--- config.mk ---
export PLATFORM = sky130hd
export DESIGN_NAME = bound_flasher_ctrl
export DESIGN_NICKNAME = d
export VERILOG_FILES = /design/src/rtl/bound_flasher_ctrl.sv
export SDC_FILE = /design/constraint.sdc
export NUM_CORES = 1
export LEC_CHECK = 0
export CORE_MARGIN = 1
export CORE_UTILIZATION = 40
export CTS_CLUSTER_DIAMETER = 120
export CTS_CLUSTER_SIZE = 24
export DETAILED_ROUTE_END_ITERATION = 10
export PLACE_DENSITY = 0.76
export SLEW_MARGIN = 20
export SYNTH_ARGS = -nofsm -noshare
export SYNTH_HDL_FRONTEND = slang
export SYNTH_SLANG_ARGS = --single-unit
--- constraint.sdc ---
create_clock -name clk -period 6.15 [get_ports clk]
set_clock_uncertainty 0.2 [all_clocks]
set_input_delay 1.845 -clock clk [delete_from_list [all_inputs] [get_ports clk]]
set_output_delay 1.845 -clock clk [all_outputs]
set_load 0.01 [all_outputs]
--- src/rtl/bound_flasher_ctrl.sv ---
// Bound-flasher sequencer: owns the lit-lamp counter, walks the up/down phase
// program with flick kickback, and decodes the count into a thermometer lamp bus.
module bound_flasher_ctrl #(
    parameter int LAMPS  = 16,
    parameter int LOW_A  = 5,
    parameter int HIGH_B = 11,
    parameter int HIGH_C = 6,
    parameter int KB0    = 6,
    parameter int KB1    = 10
) (
    input  logic             clk,
    input  logic             rst_n,
    input  logic             tick,
    input  logic             flick,
    input  logic             clr,
    output logic [LAMPS-1:0] lamp,
    output logic [4:0]       counter,
    output logic [2:0]       phase,
    output logic [1:0]       count_state,
    output logic             busy,
    output logic             done
);

    typedef enum logic [2:0] {
        IDLE = 3'd0,
        UP_A = 3'd1,
        DN_A = 3'd2,
        UP_B = 3'd3,
        DN_B = 3'd4,
        UP_C = 3'd5,
        DN_C = 3'd6,
        KB_A = 3'd7
    } phase_e;

    typedef enum logic [1:0] {
        CS_DIS  = 2'b00,
        CS_UP   = 2'b01,
        CS_DOWN = 2'b10,
        CS_HOLD = 2'b11
    } step_e;

    localparam logic [4:0] CNT_MAX = 5'(LAMPS);
    localparam logic [4:0] TGT_A   = 5'(LOW_A);
    localparam logic [4:0] TGT_B   = 5'(HIGH_B);
    localparam logic [4:0] TGT_C   = 5'(HIGH_C);
    localparam logic [4:0] KB0_CNT = 5'(KB0);
    localparam logic [4:0] KB1_CNT = 5'(KB1);

    phase_e      phase_q, phase_n, phase_sel;
    step_e       step;
    logic [4:0]  counter_q, counter_n;
    logic        done_q, done_n;
    logic        kick;

    // Count at which each phase hands over to its successor.
    function automatic logic [4:0] target_of(input phase_e p);
        logic [4:0] t;
        t = '0;
        case (p)
            UP_A:    t = CNT_MAX;
            DN_A:    t = TGT_A;
            UP_B:    t = TGT_B;
            UP_C:    t = TGT_C;
            default: t = '0;
        endcase
        return t;
    endfunction

    function automatic phase_e succ_of(input phase_e p);
        phase_e s;
        s = IDLE;
        case (p)
            UP_A:    s = DN_A;
            DN_A:    s = UP_B;
            UP_B:    s = DN_B;
            DN_B:    s = UP_C;
            UP_C:    s = DN_C;
            KB_A:    s = UP_A;
            default: s = IDLE;
        endcase
        return s;
    endfunction

    // NOTE: state updates use non-blocking assignments so every register samples pre-edge values.
    always_ff @(posedge clk or negedge rst_n) begin
        if (!rst_n) begin
            phase_q   <= IDLE;
            counter_q <= '0;
            done_q    <= 1'b0;
        end else begin
            phase_q   <= phase_n;
            counter_q <= counter_n;
            done_q    <= done_n;
        end
    end

    always_comb begin
        // NOTE: every variable gets a default first so no path can infer a latch.
        step      = CS_HOLD;
        phase_sel = phase_q;
        phase_n   = phase_q;
        counter_n = counter_q;
        done_n    = 1'b0;
        kick      = (phase_q == UP_A || phase_q == UP_B) && flick &&
                    (counter_q == KB0_CNT || counter_q == KB1_CNT);

        if (clr) begin
            step      = CS_DIS;
            phase_sel = IDLE;
        end else if (tick) begin
            unique case (phase_q)
                IDLE: begin
                    if (flick) begin
                        step      = CS_UP;
                        phase_sel = UP_A;
                    end else begin
                        step      = CS_DIS;
                    end
                end
                UP_A, UP_B: begin
                    if (kick) begin
                        step = CS_DOWN;
                        if (phase_q == UP_A) phase_sel = KB_A;
                        else                 phase_sel = DN_A;
                    end else begin
                        step = CS_UP;
                    end
                end
                UP_C:    step = CS_UP;
                default: step = CS_DOWN;
            endcase
        end

        case (step)
            CS_DIS:  counter_n = '0;
            CS_UP:   counter_n = counter_q + 5'd1;
            CS_DOWN: counter_n = counter_q - 5'd1;
            default: counter_n = counter_q;
        endcase

        // Reaching the target hands over in the same edge; there is no dwell tick.
        phase_n = phase_sel;
        if (tick && !clr && phase_sel != IDLE && counter_n == target_of(phase_sel))
            phase_n = succ_of(phase_sel);

        done_n = !clr && (phase_q == DN_C) && (phase_n == IDLE);
    end

    always_comb begin
        lamp = '0;
        for (int i = 0; i < LAMPS; i++)
            lamp[i] = (5'(i) < counter_q);
        busy = (phase_q != IDLE);
    end

    assign counter     = counter_q;
    assign phase       = phase_q;
    assign count_state = step;
    assign done        = done_q;

    a_cnt_range: assert property (@(posedge clk) disable iff (!rst_n) counter_q <= CNT_MAX);
    a_no_underflow: assert property (@(posedge clk) disable iff (!rst_n)
        !(step == CS_DOWN && counter_q == '0));
    a_no_overflow: assert property (@(posedge clk) disable iff (!rst_n)
        !(step == CS_UP && counter_q == CNT_MAX));

endmodule
; ---- After elaboration in Yosys (flattened, before gate mapping)
; Cells that the tools add are included.
; Widths: inputs -> output; s select.
[word_totals]
reg_bits = 9
inputBits = 5
wordCells = 67
[classes]
n_addsub = 2
n_lt_le_gt_ge = 16
eq_ne = 15
muxes = 15
reduce_logical = 16
[op_table]
columns = op, count
row1 = $lt 4x5->1 const A, 8
row2 = $lt 3x5->1 const A, 4
row3 = $pmux 5 s4, 1
row4 = $mux 3, 6
row5 = $pmux 3 s6, 1
row6 = $eq 3x3->1 const B, 5
row7 = $pmux 5 s3, 1
row8 = $lt 1x5->1 const A, 2
row9 = $lt 2x5->1 const A, 2
row10 = $eq 3x2->1 const B, 3
row11 = $logic_and 1x1->1, 7
row12 = $eq 3x1->1 const B, 2
row13 = $logic_not 3->1, 2
row14 = $mux 2, 3
row15 = $pmux 2 s3, 1
row16 = $pmux 3 s2, 1
row17 = $reduce_bool 3->1, 2
row18 = $add 5x1->5 const B, 1
row19 = $eq 5x3->1 const B, 1
row20 = $eq 5x4->1 const B, 1
row21 = $eq 5x5->1, 1
row22 = $sub 5x1->5 const B, 1
row23 = $eq 2x1->1 const B, 1
row24 = $eq 2x2->1 const B, 1
row25 = other kinds (5), 6

; ---- Logic depth before layout (Yosys ltp)
[logic_depth]
word_depth = 15
mapped_depth = 12
mapped_depth_nobuf = 12

; ---- Least setup slack after synthesis
; No wires, ideal clock.
[synth_path]
path_type = input to output
start = input port tick
end = output port count_state[1]
t_arrival_ns = 2.710
t_required_ns = 4.105
slack_ns = 1.395
stages = 5
n_path_buf = 1
path_cell_list = buf_4 -> and3b_1 -> a21oi_2 -> nor2_1 -> nor2_1
[synth_between]
elab_chain_len = 2
[synth_lines]
columns = item, line
row1 = start: declaration, 13  ; input logic tick,
row2 = $mux 2, 110  ; end else if (tick) begin
row3 = $mux 2, 107  ; if (clr) begin
row4 = end: declaration, 19  ; output logic [1:0] count_state,
; No other way between the ends.

; ---- Worst setup path in the final report
; Same ends and word-level chain as after synthesis.

==> results.py <==
metrics = {
    "global_route": {
        "grt_max_degree": 19,
        "grt_overflow_total": 0,
        "grt.total_usage_pct": 22.28,
        "via_count_of_the_first_global_routing_pass": 1232,
        "initial_antenna_violation_count": 0,
        "grt_pass1_wl_um": 5947,
    },
    "finish": {
        "layout_utilization_pct": 55.96,
        "final_area_um2": 1597,
        "area.sequential_um2": 225.2,
        "share_of_cells_above_drive_strength_1_pct": 17.32,
        "area.growth.synth_to_final_pct": 27.35,
        "multi_input_area_um2": 933.4,
        "antenna_cells_inserted": 0,
        "design.final.nets": 189,
        "layout.filler_cells": 279,
        "instances_no_fill": 210,
    },
    "yosys": {
        "synthesis.nets": 160,
        "synth-edff-count": 0,
        "ys_types": 68,
        "post_synth.cell_area_avg_um2": 8.303,
        "yosys_warnings": 0,
        "synth_area_um2": 1254,
        "synth.yosys.seq_area_share_pct": 17.96,
        "synth-async-reset-ratio_pct": 100.0,
        "ys.flop_type": "sky130_fd_sc_hd__dfrtp_1",
        "post_synth_inst_count": 151,
        "postSynthRegisterBits": 9,
    },
    "critical_path": {
        "worstSetupPathType": "in -> out",
        "worstPathCellList": "clkdlybuf4s50_1 > nor2b_1 > a21oi_2 > nor2_1 > nor2_1 > clkdlybuf4s50_1",
        "crit_arrival_ns": 3.85,
        "worst_path_dominant_cell_family": "buffers and inverters",
        "critical-path-slowest-cell": "sky130_fd_sc_hd__clkdlybuf4s50_1",
        "crit_fanout": 10,
        "start_kind": "input pin",
        "cp-end-kind": "output pin",
        "critical_path_buf_inv_count": 2,
        "worst_path_largest_cell_delay_ns": 0.67,
        "crit_required_ns": 4.11,
    },
    "sta": {
        "timing.final.max_slew_violations": 0,
        "clock.fmax_mhz": 169.6,
        "slew-limit-headroom_pct": 53.76,
        "worst-slew-pin-transition_ns": 0.6937,
        "rsz0062_at_grt": "no",
        "final_min_period_over_clock_period_pct": 95.86,
        "timing.final.hold_violations": 0,
        "min_period_ns": 5.895,
        "finalSetupTns_ns": 0,
        "postLayoutSetupSlackWorst_ns": 0.2545,
        "final_count_of_negative_setup_slack_endpoints": 0,
    },
    "die": {
        "num_io_pins": 33,
        "core_region_area_um2": 2853,
        "die_h_um": 57.99,
        "placementRows": 19,
        "horizontal_die_dimension_um": 57.99,
        "initial_utilization_pct": 43.95,
        "die-area_um2": 3362,
    },
    "pwr": {
        "maximum_vdd_drop_mv": 0.1167,
        "power.share.sequential_pct": 29.2,
        "switching_power_mw": 0.1043,
        "netSwitchingFraction_pct": 40.25,
        "power.leakage_nw": 0.6777,
        "p_comb_share_pct": 53.1,
        "p_int_mw": 0.1548,
        "clock_power_share_pct": 17.7,
        "powerDensity_nw_per_um2": 162.3,
    },
    "placement": {
        "place_inst": 206,
        "gp_congestion": 0.9035,
        "numPortBuffers": 32,
        "detailed_place.area_um2": 1570,
        "dp_hpwl_um": 2691,
        "worst_case_setup_slack_after_placement_ns": 0.2436,
    },
    "cts": {
        "clk_pin_slew_worst_paths_ns": 0.06,
        "cts-buffers-inserted": 3,
        "clk_latency_ns": 0.26,
        "clk_path_buf_depth": 2,
        "htreeDepth": 1,
        "cts_resized": 0,
        "cts-hold-fix-buffers": 0,
        "cts_num_sinks": 9,
        "clock_tree.root_cell": "sky130_fd_sc_hd__clkbuf_4",
        "post-cts-setup-buffers": 0,
        "clock_tree_from_tritoncts": "done",
    },
    "detailed_routing": {
        "drt-total-wl_um": 3527,
        "detail_route.first_pass.iterations": 7,
        "num_vias": 1290,
        "drt_iter0_markers": 65,
        "wire_per_inst_um": 16.80,
        "final_ant_viol_nets": 0,
        "drc_errors": 4,
        "vias_per_cell": 6.143,
    },
    "flow_run": {
        "max_cap_viol_count": 0,
    },
    "outcome": {
        "failed_checks": "design-rule violations",
        "run_status": "finished with violations",
    },
    "worst_hold_path": {
        "worstHoldPathType": "reg -> reg",
    },
}
[cells by family (layout without fill, tap and decap cells)]
group / Yosys count / in the layout / synth area share, %
compound gates: 46 / 46 / 33.14
xor+xnor: 4 / 4 / 3.993
fa+ha+maj: 4 / 4 / 3.992
buf+inv: 21 / 49 / 7.584
flops: 9 / 9 / 17.96
mux: 3 / 3 / 2.495
simple gates: 64 / 64 / 30.84
[per-stage QoR]
step	hold WS, ns	total power, mW
6_report	0.5660	0.2591
5_1_grt	0.5881	0.2766
4_1_cts	0.5573	0.2593
3_5_place_dp	0.5543	0.2132
3_3_place_gp	0.5358	0.2094
2_1_floorplan	0.4975	0.1561
[layer usage]
metal  global-route usage (%)  part of all wire, %  up-vias  wire (um)
li1                         -                    -      613          -
met1                    30.47                   45      621       1598
met2                    37.44                   49       52       1737
met3                    2.232                  4.3        4        150
met4                    6.122                  1.1        0         40
met5                        0                    0        -          0
[final timing paths]
kind	startpoint	to	slack, ns	depth (start not counted)
max reg2reg	counter[0]	phase[1]	2.66	11
max in group asynchronous	rst_n	counter[3]	3.78	1
min in group asynchronous	rst_n	done	1.68	1
max	tick	count_state[1]	0.25	6
min	phase[2]	done	0.57	1
min reg2reg	phase[2]	done	0.57	1
[final cells by class]
class,count,area share [%]
Inverter,12,2.821
Timing Repair Buffer,33,20.53
Tap cell,31,2.429
Multi-Input combinational cell,121,58.46
Clock buffer,4,1.646
Sequential cell,9,14.11
[power by group through the flow]
stage / Combinational (mW) / Sequential [mW] / Clock [mW]
floorplan: 0.0865 / 0.0696 / 0
global placement: 0.133 / 0.0764 / 0
detailed placement: 0.137 / 0.0766 / 0
CTS: 0.137 / 0.0755 / 0.0465
global route: 0.149 / 0.0769 / 0.0508
finish: 0.138 / 0.0758 / 0.0458
[layout by cell type (no fill, tap or decap), types with 2 or more instances in the layout]
| cell type | count |
|---|---|
| sky130_fd_sc_hd__or2_2 | 2 |
| sky130_fd_sc_hd__nand3b_1 | 3 |
| sky130_fd_sc_hd__nor3_1 | 6 |
| sky130_fd_sc_hd__dfrtp_1 | 9 |
| sky130_fd_sc_hd__ha_1 | 4 |
| sky130_fd_sc_hd__a21oi_1 | 3 |
| sky130_fd_sc_hd__a21o_1 | 4 |
| sky130_fd_sc_hd__nand3_1 | 4 |
| sky130_fd_sc_hd__and3b_1 | 3 |
| sky130_fd_sc_hd__clkbuf_4 | 3 |
| sky130_fd_sc_hd__nor2_1 | 11 |
| sky130_fd_sc_hd__mux2i_1 | 2 |
| sky130_fd_sc_hd__nand2_1 | 14 |
| sky130_fd_sc_hd__xnor2_1 | 2 |
| sky130_fd_sc_hd__nand2b_1 | 3 |
| sky130_fd_sc_hd__o21bai_1 | 3 |
| sky130_fd_sc_hd__o21ai_0 | 8 |
| sky130_fd_sc_hd__inv_1 | 11 |
| sky130_fd_sc_hd__o2bb2ai_1 | 2 |
| sky130_fd_sc_hd__nand2_2 | 2 |
| sky130_fd_sc_hd__clkdlybuf4s50_1 | 32 |
[cell usage after synthesis, types with 2 or more instances]
cell type                   count  area share (%)
sky130_fd_sc_hd__inv_1         11             3.3
sky130_fd_sc_hd__a21o_1         4             2.4
sky130_fd_sc_hd__clkbuf_1       4             1.2
sky130_fd_sc_hd__nand3_1        4             1.6
sky130_fd_sc_hd__and3b_1        3             2.1
sky130_fd_sc_hd__or2_2          2             1.0
sky130_fd_sc_hd__mux2i_1        2             1.6
sky130_fd_sc_hd__nand3b_1       3             1.8
sky130_fd_sc_hd__buf_4          4             2.4
sky130_fd_sc_hd__nand2b_1       3             1.5
sky130_fd_sc_hd__nand2_2        2             1.0
sky130_fd_sc_hd__ha_1           4             4.0
sky130_fd_sc_hd__a21oi_1        3             1.2
sky130_fd_sc_hd__o21bai_1       3             1.8
sky130_fd_sc_hd__nor3_1         6             2.4
sky130_fd_sc_hd__nand2_1       14             4.2
sky130_fd_sc_hd__nor2_1        11             3.3
sky130_fd_sc_hd__dfrtp_1        9              18
sky130_fd_sc_hd__o2bb2ai_1      2             1.4
sky130_fd_sc_hd__xnor2_1        2             1.4
sky130_fd_sc_hd__o21ai_0        8             3.2
[flip-flops by register name, indices dropped and copies added (netlist names)]
name / cells
phase: 3
done: 1
counter: 5
(Power assumes the default switching activity.)
